==> config.mk <==
export PLATFORM = sky130hd
export DESIGN_NAME = r2r_adc_controller
export DESIGN_NICKNAME = d
export VERILOG_FILES = /design/src/rtl/r2r_pkg.sv /design/src/rtl/r2r_adc_controller_sync_ff.sv /design/src/rtl/r2r_adc_controller.sv
export SDC_FILE = /design/constraint.sdc
export NUM_CORES = 1
export LEC_CHECK = 0
export CORE_AREA = 4 4 98 72
export DETAILED_ROUTE_END_ITERATION = 8
export DIE_AREA = 0 0 102 76
export GPL_TIMING_DRIVEN = 0
export PLACE_DENSITY = 0.58
export SLEW_MARGIN = 20
export SYNTH_ARGS = -nofsm -noshare
export SYNTH_HDL_FRONTEND = slang
export SYNTH_SLANG_ARGS = --single-unit
==> constraint.sdc <==
create_clock -name clk -period 2.84 [get_ports clk]
set_input_delay 0.568 -clock clk [delete_from_list [all_inputs] [get_ports clk]]
set_output_delay 0.568 -clock clk [all_outputs]
set_load 0.01 [all_outputs]
==> src/rtl/r2r_pkg.sv <==
// Shared types and constants for the R2R ladder ADC controller.
// Latency: none (types and constants only).
// Backpressure: not applicable.
package r2r_pkg;

  // Controller sequencing states.
  typedef enum logic [1:0] {
    IDLE,
    SETTLE,
    DONE
  } state_t;

  // Conversion algorithm selected when a conversion is accepted.
  typedef enum logic {
    MODE_SAR,
    MODE_RAMP
  } conv_mode_t;

  // Native width of the R2R ladder.
  localparam int R2R_BITS = 8;

endpackage

==> src/rtl/r2r_adc_controller_sync_ff.sv <==
// Multi-flop synchronizer for a single asynchronous input pin.
// Latency: STAGES clock cycles from pin to q.
// Backpressure: none; samples every cycle.
module sync_ff #(
  parameter int STAGES = 2
) (
  input  logic clk,
  input  logic reset,
  input  logic d,
  output logic q
);

  logic [STAGES-1:0] chain;

  // Shift the asynchronous pin through the flop chain; stage 0 may go metastable.
  always_ff @(posedge clk) begin
    if (reset) begin
      chain <= '0;
    end else begin
      chain[0] <= d;
      for (int i = 1; i < STAGES; i++) begin
        chain[i] <= chain[i-1];
      end
    end
  end

  assign q = chain[STAGES-1];

endmodule

==> src/rtl/r2r_adc_controller.sv <==
// R2R ladder ADC controller: SAR or ramp conversion against an external comparator.
// Latency: SAR 1+DATA_BITS*SETTLE_CYCLES cycles from accept; ramp 1+(k_stop+1)*SETTLE_CYCLES.
// Backpressure: none; start is ignored (not queued) while a conversion is in flight.
module r2r_adc_controller
  import r2r_pkg::*;
#(
  parameter int DATA_BITS     = R2R_BITS,
  parameter int SETTLE_CYCLES = 64,
  parameter int SYNC_STAGES   = 2,
  parameter int FREE_RUN      = 0
) (
  input  logic                 clk,
  input  logic                 reset,
  input  logic                 start,
  input  logic                 mode,
  input  logic                 comp_in,
  output logic [DATA_BITS-1:0] r2r_code,
  output logic [DATA_BITS-1:0] data,
  output logic                 data_valid,
  output logic                 busy
);

  localparam int CNT_W = $clog2(SETTLE_CYCLES + 1);
  localparam int BIT_W = (DATA_BITS > 1) ? $clog2(DATA_BITS) : 1;
  localparam logic [CNT_W-1:0]     CNT_RELOAD = CNT_W'(SETTLE_CYCLES - 1);
  localparam logic [BIT_W-1:0]     BIT_MSB    = BIT_W'(DATA_BITS - 1);
  localparam logic [DATA_BITS-1:0] CODE_MSB   = DATA_BITS'(1) << (DATA_BITS - 1);
  localparam logic [DATA_BITS-1:0] CODE_MAX   = '1;

  state_t                 state_q, state_d;
  conv_mode_t             mode_q, mode_d;
  logic [CNT_W-1:0]       cnt_q, cnt_d;
  logic [BIT_W-1:0]       bit_q, bit_d;
  logic [DATA_BITS-1:0]   code_q, code_d;
  logic [DATA_BITS-1:0]   data_q, data_d;
  logic                   valid_q, valid_d;
  logic                   busy_q, busy_d;
  logic [DATA_BITS-1:0]   trial;
  logic                   comp_s;

  // The comparator is asynchronous to clk; only its synchronized copy is used.
  sync_ff #(
    .STAGES (SYNC_STAGES)
  ) u_comp_sync (
    .clk   (clk),
    .reset (reset),
    .d     (comp_in),
    .q     (comp_s)
  );

  // Register all controller state; reset aborts any conversion in progress.
  always_ff @(posedge clk) begin
    if (reset) begin
      state_q <= IDLE;
      mode_q  <= MODE_SAR;
      cnt_q   <= '0;
      bit_q   <= '0;
      code_q  <= '0;
      data_q  <= '0;
      valid_q <= 1'b0;
      busy_q  <= 1'b0;
    end else begin
      state_q <= state_d;
      mode_q  <= mode_d;
      cnt_q   <= cnt_d;
      bit_q   <= bit_d;
      code_q  <= code_d;
      data_q  <= data_d;
      valid_q <= valid_d;
      busy_q  <= busy_d;
    end
  end

  // Next-state logic: accept, hold each code for SETTLE_CYCLES, then decide.
  always_comb begin
    state_d = state_q;
    mode_d  = mode_q;
    cnt_d   = cnt_q;
    bit_d   = bit_q;
    code_d  = code_q;
    data_d  = data_q;
    valid_d = 1'b0;
    busy_d  = busy_q;
    trial   = code_q;

    case (state_q)
      IDLE: begin
        busy_d = 1'b0;
        if (start || (FREE_RUN != 0)) begin
          mode_d  = conv_mode_t'(mode);
          state_d = SETTLE;
          cnt_d   = CNT_RELOAD;
          bit_d   = BIT_MSB;
          busy_d  = 1'b1;
          code_d  = (conv_mode_t'(mode) == MODE_RAMP) ? '0 : CODE_MSB;
        end
      end

      SETTLE: begin
        if (cnt_q != '0) begin
          cnt_d = cnt_q - CNT_W'(1);
        end else if (mode_q == MODE_SAR) begin
          // Comparator low means the trial code overshot Vin: drop the bit under test.
          if (!comp_s) begin
            trial[bit_q] = 1'b0;
          end
          if (bit_q != '0) begin
            trial[bit_q - BIT_W'(1)] = 1'b1;
            bit_d  = bit_q - BIT_W'(1);
            cnt_d  = CNT_RELOAD;
            code_d = trial;
          end else begin
            code_d  = trial;
            data_d  = trial;
            valid_d = 1'b1;
            state_d = DONE;
          end
        end else begin
          // Ramp stops at the first code that exceeds Vin, or saturates at full scale.
          if (!comp_s) begin
            trial   = (code_q == '0) ? '0 : code_q - DATA_BITS'(1);
            code_d  = trial;
            data_d  = trial;
            valid_d = 1'b1;
            state_d = DONE;
          end else if (code_q == CODE_MAX) begin
            data_d  = code_q;
            valid_d = 1'b1;
            state_d = DONE;
          end else begin
            code_d = code_q + DATA_BITS'(1);
            cnt_d  = CNT_RELOAD;
          end
        end
      end

      DONE: begin
        busy_d  = 1'b0;
        state_d = IDLE;
      end

      default: begin
        state_d = IDLE;
        busy_d  = 1'b0;
      end
    endcase
  end

  assign r2r_code   = code_q;
  assign data       = data_q;
  assign data_valid = valid_q;
  assign busy       = busy_q;

endmodule

### Yosys cells after proc, flatten, opt, wreduce, memory -nomap -nowiden

Index checks and enable logic that the tools add are counted.

* bits in registers: 33
* latch bits: 0
* bits in writable memories: 0
* memory bits (read-only): 0
* input port bits: 5
* output and inout port bits: 18
* logic and storage cells: 96
* memories: 0

* add/sub/neg operators: 4
* $mul: 0
* div/mod/pow operators: 0
* order comparisons: 4
* equal/unequal tests: 14
* shift-type cells: 0
* muxes and demuxes: 46
* bitwise operators: 5
* reductions and logical operators: 14

Operator list (count)
* $mux W8: 16
* $mux W7: 6
* $ne A4 B4 Y1 const B: 4
* $pmux W8 S2: 1
* $pmux W7 S2: 1
* $mux W2: 6
* $mux W3: 4
* $reduce_and A4 Y1: 3
* $ne A2 B2 Y1 const B: 5
* $reduce_and A5 Y1: 2
* $add A8 B1 Y8 const B: 1
* $and A8 B8 Y8: 1
* $eq A8 B8 Y1 const B: 1
* $logic_not A8 Y1: 1
* $lt A3 B4 Y1 const B: 2
* $not A8 Y8: 1
* $or A8 B8 Y8: 1
* $sub A8 B1 Y8 const B: 1
* $mux W1: 7
* $reduce_bool A7 Y1: 1
* $sub A7 B1 Y7 const B: 1
* $demux W1 S3: 2
* $ge A3 B1 Y1 const B: 2
* $ne A3 B3 Y1 const B: 2
* other kinds (13): 15

### Longest topological paths before layout

Gate-level depths: netlist of run 1.

* depth after elaboration: 15
* depth in mapped cells: 9
* depth with buffers taken out: 7

### Hierarchy

From an unflattened synthesis of run 1, not the netlist that was laid out.

* cell total of the unflattened synthesis: 288
* area, all modules: 2179.6 um^2

By module, submodules not included
* r2r_adc_controller: instances 1, cells an instance 284, area an instance 2127.0 um^2, sequential area each 620.6 um^2
* sync_ff: instances 1, cells an instance 4, area an instance 52.6 um^2, sequential area each 40.0 um^2

### Worst setup path after synthesis of run 1

No wires, ideal clock.

* path kind: register to register
* start: reg code_q[0] (netlist: r2r_code[0])
* end: reg data_q[4] (netlist: data[4])
* library setup time: 0.132 ns
* data arrival time: 2.081 ns
* required time: 2.708 ns
* setup slack: 0.627 ns
* stages on the path, launching flop included: 10
* buffers on the path: 2
* period minus slack after synthesis: 2.213 ns
* path through: dfxtp_1 > clkbuf_1 > inv_1 > ha_1 > or3b_2 > o21ai_0 > buf_2 > o21ai_0 > a211oi_1 > nor3_1

* longest elaborated chain between the ends: 4
* elaborated cells on any way between the ends: 8
* those cells by class: add/sub (1); eq/ne (2); mux (3); reduce/logical (2)

Ends and longest elaborated chain
* start: declaration: RTL line r2r_adc_controller.sv:34 `logic [DATA_BITS-1:0] code_q, code_d;`
* start signal: assignment: RTL line r2r_adc_controller.sv:67 `code_q <= code_d;`
* $sub A8 B1 Y8 / $logic_not A8 Y1 (equally long branches): RTL line r2r_adc_controller.sv:121 `trial = (code_q == '0) ? '0 : code_q - DATA_BITS'(1);`
* $mux W8: RTL line r2r_adc_controller.sv:121
* $mux W8: RTL line r2r_adc_controller.sv:120 `if (!comp_s) begin`
* $mux W8: RTL line r2r_adc_controller.sv:102 `end else if (mode_q == MODE_SAR) begin`
* end signal: assignment: RTL line r2r_adc_controller.sv:68 `data_q <= data_d;`
* end: declaration: RTL line r2r_adc_controller.sv:35 `logic [DATA_BITS-1:0] data_q, data_d;`

Several ways; a longest one is shown, not always the timed one.
A chain may end at the register's enable or synchronous reset.

### Worst setup path in the final report of run 1

Same ends and word-level chain as after synthesis.

==> impl_metrics.py, run 1 <==
metrics = {
    "status": {
        "status": "finished, final reports clean",
    },
    "global_routing": {
        "gr-usage-all-layers_pct": 19.0,
        "grt-ovfl-total": 0,
        "grt_max_degree": 11,
        "grt_pass1_vias": 2193,
        "grt_pass1_wl_mm": 11.6,
        "antenna_found_initial": 0,
    },
    "clocking": {
        "postCtsResizedCells": 0,
        "clock-sinks": 33,
        "clk_pin_slew_worst_paths_ps": 70,
        "cts-buffers-inserted": 5,
        "cts.htree.levels": 2,
        "hold_buffers": 0,
        "clkLatencyLatePin_ps": 290,
        "clockRootBuffer": "clkbuf_8",
        "cts_tree": "done",
        "post-cts-setup-buffers": 0,
        "ctsLongestPathBuffers": 2,
    },
    "synth": {
        "avgSynthCellArea_um2": 7.76,
        "synth_enable_flop_cells": 0,
        "synth_flop_cell": "dfxtp_1",
        "ys_seq_area_share_pct": 28.6,
        "synth_area_leader_cell": "dfxtp_1",
        "ys_types": 60,
        "syn_inst": 298,
        "synth.area.top_cells": "dfxtp_1, a21oi_1, nor2_1, o21ai_0, ha_1",
        "synth_seq_cells": 33,
        "synth_nets": 310,
        "syn_area_um2": 2310,
        "synthArstFlopShare_pct": 0,
        "yosysWarnings": 0,
        "yosysTopAreaCellShare_pct": 28.6,
    },
    "sta": {
        "slew_headroom_pct": 58.0,
        "fmax_mhz": 370,
        "hold_viol_final": 0,
        "clock_skew_ps": 8.69,
        "rsz0062_at_grt": "false",
        "worst_pin_slew_ps": 630,
        "fin_tns_setup_ps": 0,
        "setup_viol": 0,
        "timing.final.crit_share_pct": 95.3,
        "fin_crit_ps": 2710,
        "final_max_slew_viol_count": 0,
    },
    "power": {
        "ir_drop_v": 0.000147,
        "power.density_nw_per_um2": 476,
        "leakage_nw": 0.916,
    },
    "detailed_routing": {
        "vias": 2514,
        "wl_per_cell_um": 18.2,
        "drcViolationCount": 0,
        "drt_iter0_drc": 409,
        "via_per_inst": 6.24,
        "ant_nets": 0,
        "drt_first_pass_iters": 5,
        "wirelength_mm": 7.32,
    },
    "worst_setup_path": {
        "cp_common_cell": "o21ai_1",
        "worstPathRequired_ps": 2990,
        "crit_family": "compound AO/OA/AOI/OAI gates",
        "cp-start-kind": "flop",
        "crit_arrival_ps": 2860,
        "cp_max_fo": 10,
        "critical_path.max_stage_delay_ps": 500,
        "worst-path-buf-inv": 3,
        "ff2ff_path_depth": 9,
        "end_kind": "flop",
        "cp_slowest_cell": "or3b_2",
        "cp.depth": 9,
        "crit_chain": "clkbuf_1 > inv_1 > ha_1 > or3b_2 > o21ai_1 > buf_2 > o21ai_1 > a211oi_1 > nor3_1",
        "crit_type": "reg -> reg",
    },
    "floorplan": {
        "initial_core_util_pct": 37.8,
        "ios": 23,
        "core_um2": 6130,
        "num_rows": 24,
        "die_y_um": 76,
        "chipWidth_um": 102,
        "dieArea_um2": 7750,
    },
    "flow_run": {
        "cap_violations": 0,
    },
    "layout": {
        "mostFrequentLayoutCells": "dfxtp_1, nor2_1, a21oi_1",
        "area_growth_pct": 17.0,
        "nNetsFinal": 338,
        "drive_above_1_share_pct": 7.08,
        "layout.cells.most_common": "dfxtp_1",
        "layoutNonFillerInstCount": 403,
        "antenna_cells": 0,
    },
    "placed_design": {
        "place_inst": 397,
        "place.gp.congestion": 1.00,
        "portBuffers": 21,
        "dpl.hpwl_mm": 5.38,
    },
    "min_path": {
        "hp-class": "reg -> reg",
        "hold_depth": 1,
    },
}
==> path summary, 6_finish.rpt <==
check,startpoint,end,slack [ps]
min reg2reg,u_comp_sync.chain[0]$_SDFF_PP0_,u_comp_sync.chain[1]$_SDFF_PP0_,440
max reg2reg,r2r_code[0]$_SDFFE_PP0P_,data[4]$_SDFFE_PP0P_,130
max,r2r_code[0]$_SDFFE_PP0P_,data[4]$_SDFFE_PP0P_,130
min,u_comp_sync.chain[0]$_SDFF_PP0_,u_comp_sync.chain[1]$_SDFF_PP0_,440
==> Yosys cell counts, drive strengths merged, types with 4 or more instances <==
| master | count |
|---|---|
| nand2b | 9 |
| inv | 13 |
| or4 | 7 |
| a21oi | 27 |
| dfxtp | 33 |
| nor2 | 28 |
| xnor2 | 4 |
| or3 | 4 |
| nand2 | 14 |
| clkbuf | 23 |
| o211ai | 5 |
| o21ai | 18 |
| a311oi | 7 |
| ha | 7 |
| a211oi | 7 |
| nor3 | 14 |
| nor2b | 7 |
| nand3 | 5 |
==> routing by layer <==
metal / vias up / share of wire [%] / GRT usage, %
met1: 1164 / 48 / 30.7
met3: 11 / 12 / 5.86
met5: - / 0 / 0
li1: 1183 / - / -
met2: 156 / 38 / 23.6
met4: 0 / 0.82 / 4.33
==> report_power, final <==
group,switching [W],internal (W)
registers,0.0000312,0.000494
clock network,0.000178,0.000161
logic,0.000258,0.000164
total,0.000468,0.000819
==> per-stage QoR <==
stage                     setup slack, ps  power [W]  util (%)  hold WS [ps]  instance area (µm²)
after floorplan                       627   0.000821         -           414                 2310
after global placement                196   0.000940      42.8           419                 2620
after detailed placement              141   0.000939      42.8           428                 2620
after CTS                             128    0.00128      44.0           444                 2700
after global routing                 17.5    0.00135      44.2           467                 2710
final                                 134    0.00129      44.2           438                 2710
==> kinds of logic (layout without fill, tap and decap cells) <==
kind of cell / after synthesis / count (layout) / share of synthesized area, %
AOI/OAI and AO/OA: 99 / 99 / 30.6
adders and majority gates: 7 / 7 / 3.79
muxes: 3 / 3 / 1.35
buffers and inverters: 39 / 66 / 6.76
xor gates and xnor gates: 4 / 4 / 1.51
DFF: 33 / 33 / 28.6
and+or+nand+nor: 113 / 113 / 27.4
==> registers in the layout, summed over array words and instances, names as in the netlist <==
signal             flops
mode_q                 1
data                   8
r2r_code               8
state_q                2
data_valid             1
u_comp_sync.chain      2
busy                   1
bit_q                  3
cnt_q                  7
==> area by class of cell <==
type,instances,area [µm²]
clock buffers,5,68.8
plain buffers,26,108
flip-flops and latches,33,661
multi-input cells,226,1510
repair buffers,21,210
inverters,13,48.8
clock inverters,1,5.00
well taps,78,97.6
fillers,648,3420
(Power assumes the default switching activity.)
==> run 2, diff against run 1 <==
CORE_AREA = 4 4 82 84   (was 4 4 98 72)
DIE_AREA = 0 0 86 88   (was 0 0 102 76)
PLACE_DENSITY = 0.61   (was 0.58)
clock period = 2.46 ns   (was 2.84 ns; I/O delays follow)
==> run 2 against run 1 <==
Clock power up 23%. Sequential cell count unchanged. Critical path depth down 1. Global-route usage up 0.78 points. Hold slack about the same. First-iteration DRC count down 23%. Register-to-register slack worse by 30 ps. Routed wire length down 0.79%. Worst setup slack worse by 33 ps. Cell count down 0.25%.
==> impl_metrics.py, run 2 (synthesis gave the netlist of run 1 again) <==
metrics = {
    "worst_setup_path": {
        "critical_path.max_stage_delay_ps": 530,
        "cp_common_cell": "nor3_1",
        "ff2ff_path_depth": 8,
        "end_kind": "flop",
        "cp-start-kind": "flop",
        "worstPathRequired_ps": 2680,
        "crit_chain": "buf_2 > inv_1 > ha_1 > or3b_2 > o41a_1 > a221oi_2 > nor3_1 > nor3_1",
        "cp_slowest_cell": "or3b_2",
        "crit_family": "simple AND/OR/NAND/NOR gates",
        "cp.depth": 8,
        "crit_arrival_ps": 2580,
        "crit_type": "reg -> reg",
        "worst-path-buf-inv": 2,
        "cp_max_fo": 10,
    },
    "clocking": {
        "hold_buffers": 0,
        "clockRootBuffer": "clkbuf_8",
        "ctsLongestPathBuffers": 2,
        "cts_tree": "done",
        "clk_pin_slew_worst_paths_ps": 70,
        "cts.htree.levels": 2,
        "clock-sinks": 33,
        "cts-buffers-inserted": 5,
        "clkLatencyLatePin_ps": 300,
    },
    "flow_run": {
        "cap_violations": 0,
    },
    "layout": {
        "nNetsFinal": 338,
        "fill_cells": 611,
        "stdcell_area_um2": 2750,
        "mostFrequentLayoutCells": "dfxtp_1, nor2_1, a21oi_1",
        "antenna_cells": 0,
        "utilization_pct": 46.4,
        "multi_input_area_um2": 1530,
        "layout.cells.most_common": "dfxtp_1",
        "area_growth_pct": 18.9,
        "seqCellArea_um2": 662,
        "drive_above_1_share_pct": 10.4,
    },
    "floorplan": {
        "num_rows": 28,
        "initial_core_util_pct": 39.1,
        "ios": 23,
        "core_um2": 5920,
        "dieArea_um2": 7570,
        "die_y_um": 88,
        "chipWidth_um": 86,
    },
    "status": {
        "status": "finished, final reports clean",
    },
    "global_routing": {
        "grt_pass1_wl_mm": 11.7,
        "grt_pass1_vias": 2316,
        "gr-usage-all-layers_pct": 19.7,
        "grt-ovfl-total": 0,
        "grt_max_degree": 11,
        "antenna_found_initial": 0,
    },
    "placed_design": {
        "dpl.hpwl_mm": 5.17,
        "place.gp.congestion": 0.997,
        "portBuffers": 21,
        "place_area_um2": 2620,
    },
    "min_path": {
        "hp-class": "reg -> reg",
        "hold_depth": 1,
    },
    "sta": {
        "setup_viol": 0,
        "worst_pin_slew_ps": 674,
        "hold_viol_final": 0,
        "clock_skew_ps": 7.84,
        "rsz0062_at_grt": "false",
        "fin_crit_ps": 2360,
        "final_max_slew_viol_count": 0,
        "fmax_mhz": 424,
        "slew_headroom_pct": 55.0,
        "timing.final.crit_share_pct": 95.9,
    },
    "detailed_routing": {
        "wirelength_mm": 7.27,
        "drt_iter0_drc": 314,
        "wl_per_cell_um": 18.1,
        "vias": 2491,
        "via_per_inst": 6.20,
        "drt_first_pass_iters": 5,
        "drcViolationCount": 0,
        "ant_nets": 0,
    },
    "power": {
        "ir_drop_v": 0.000339,
        "power.density_nw_per_um2": 555,
        "total_power_w": 0.00153,
        "leakage_nw": 0.940,
    },
}
[run 2: path summary, 6_finish.rpt]
check        slack (ps)                              end                             from
max                 100             data[6]$_SDFFE_PP0P_         r2r_code[0]$_SDFFE_PP0P_
min                 440  u_comp_sync.chain[1]$_SDFF_PP0_  u_comp_sync.chain[0]$_SDFF_PP0_
max reg2reg         100             data[6]$_SDFFE_PP0P_         r2r_code[0]$_SDFFE_PP0P_
min reg2reg         440  u_comp_sync.chain[1]$_SDFF_PP0_  u_comp_sync.chain[0]$_SDFF_PP0_
[run 2: layer usage]
metal	vias to the layer above	routed length, µm	GRT usage (%)
li1	1185	-	-
met1	1185	3200	25.1
met2	103	3320	31.0
met3	18	526	4.61
met4	0	214	10.4
met5	-	0	0
[run 2: repair_timing]
action                                  CTS  global route
endpoints found under the setup margin   14            20
setup buffers                             1             0
gates resized for setup                   5            12
pin swaps                                 1             1
[run 2: area by class of cell]
type                    count  share of cell area [%]
plain buffers              25                    4.14
clock buffers               6                    2.64
clock inverters             2                   0.364
inverters                  13                    1.77
multi-input cells         226                    55.7
flip-flops and latches     33                    24.1
well taps                  75                    3.41
repair buffers             22                    7.92
[run 2: metrics by stage]
| stage | hold WS [ps] | setup TNS, ps | instances | setup WS, ps |
|---|---|---|---|---|
| floorplan | 414 | 0 | 298 | 247 |
| global placement | 418 | -881 | 394 | -187 |
| detailed placement | 424 | -887 | 394 | -162 |
| CTS | 442 | 0 | 403 | 1.03 |
| global route | 469 | 0 | 402 | 10.2 |
| finish | 438 | 0 | 402 | 101 |
[run 2: power by group]
| part | total, W | internal [W] | switching [W] | leakage (nW) |
|---|---|---|---|---|
| sequential | 0.000611 | 0.000571 | 0.0000405 | 0.271 |
| combinational | 0.000498 | 0.000200 | 0.000298 | 0.624 |
| clock | 0.000417 | 0.000196 | 0.000221 | 0.0450 |
| total | 0.00153 | 0.000967 | 0.000559 | 0.940 |
==> run 3, diff against run 2 <==
TNS_END_PERCENT = 100   (was unset)
==> results of run 3 <==
Same layout as run 2: the final DEF is identical, and so are final timing and power.
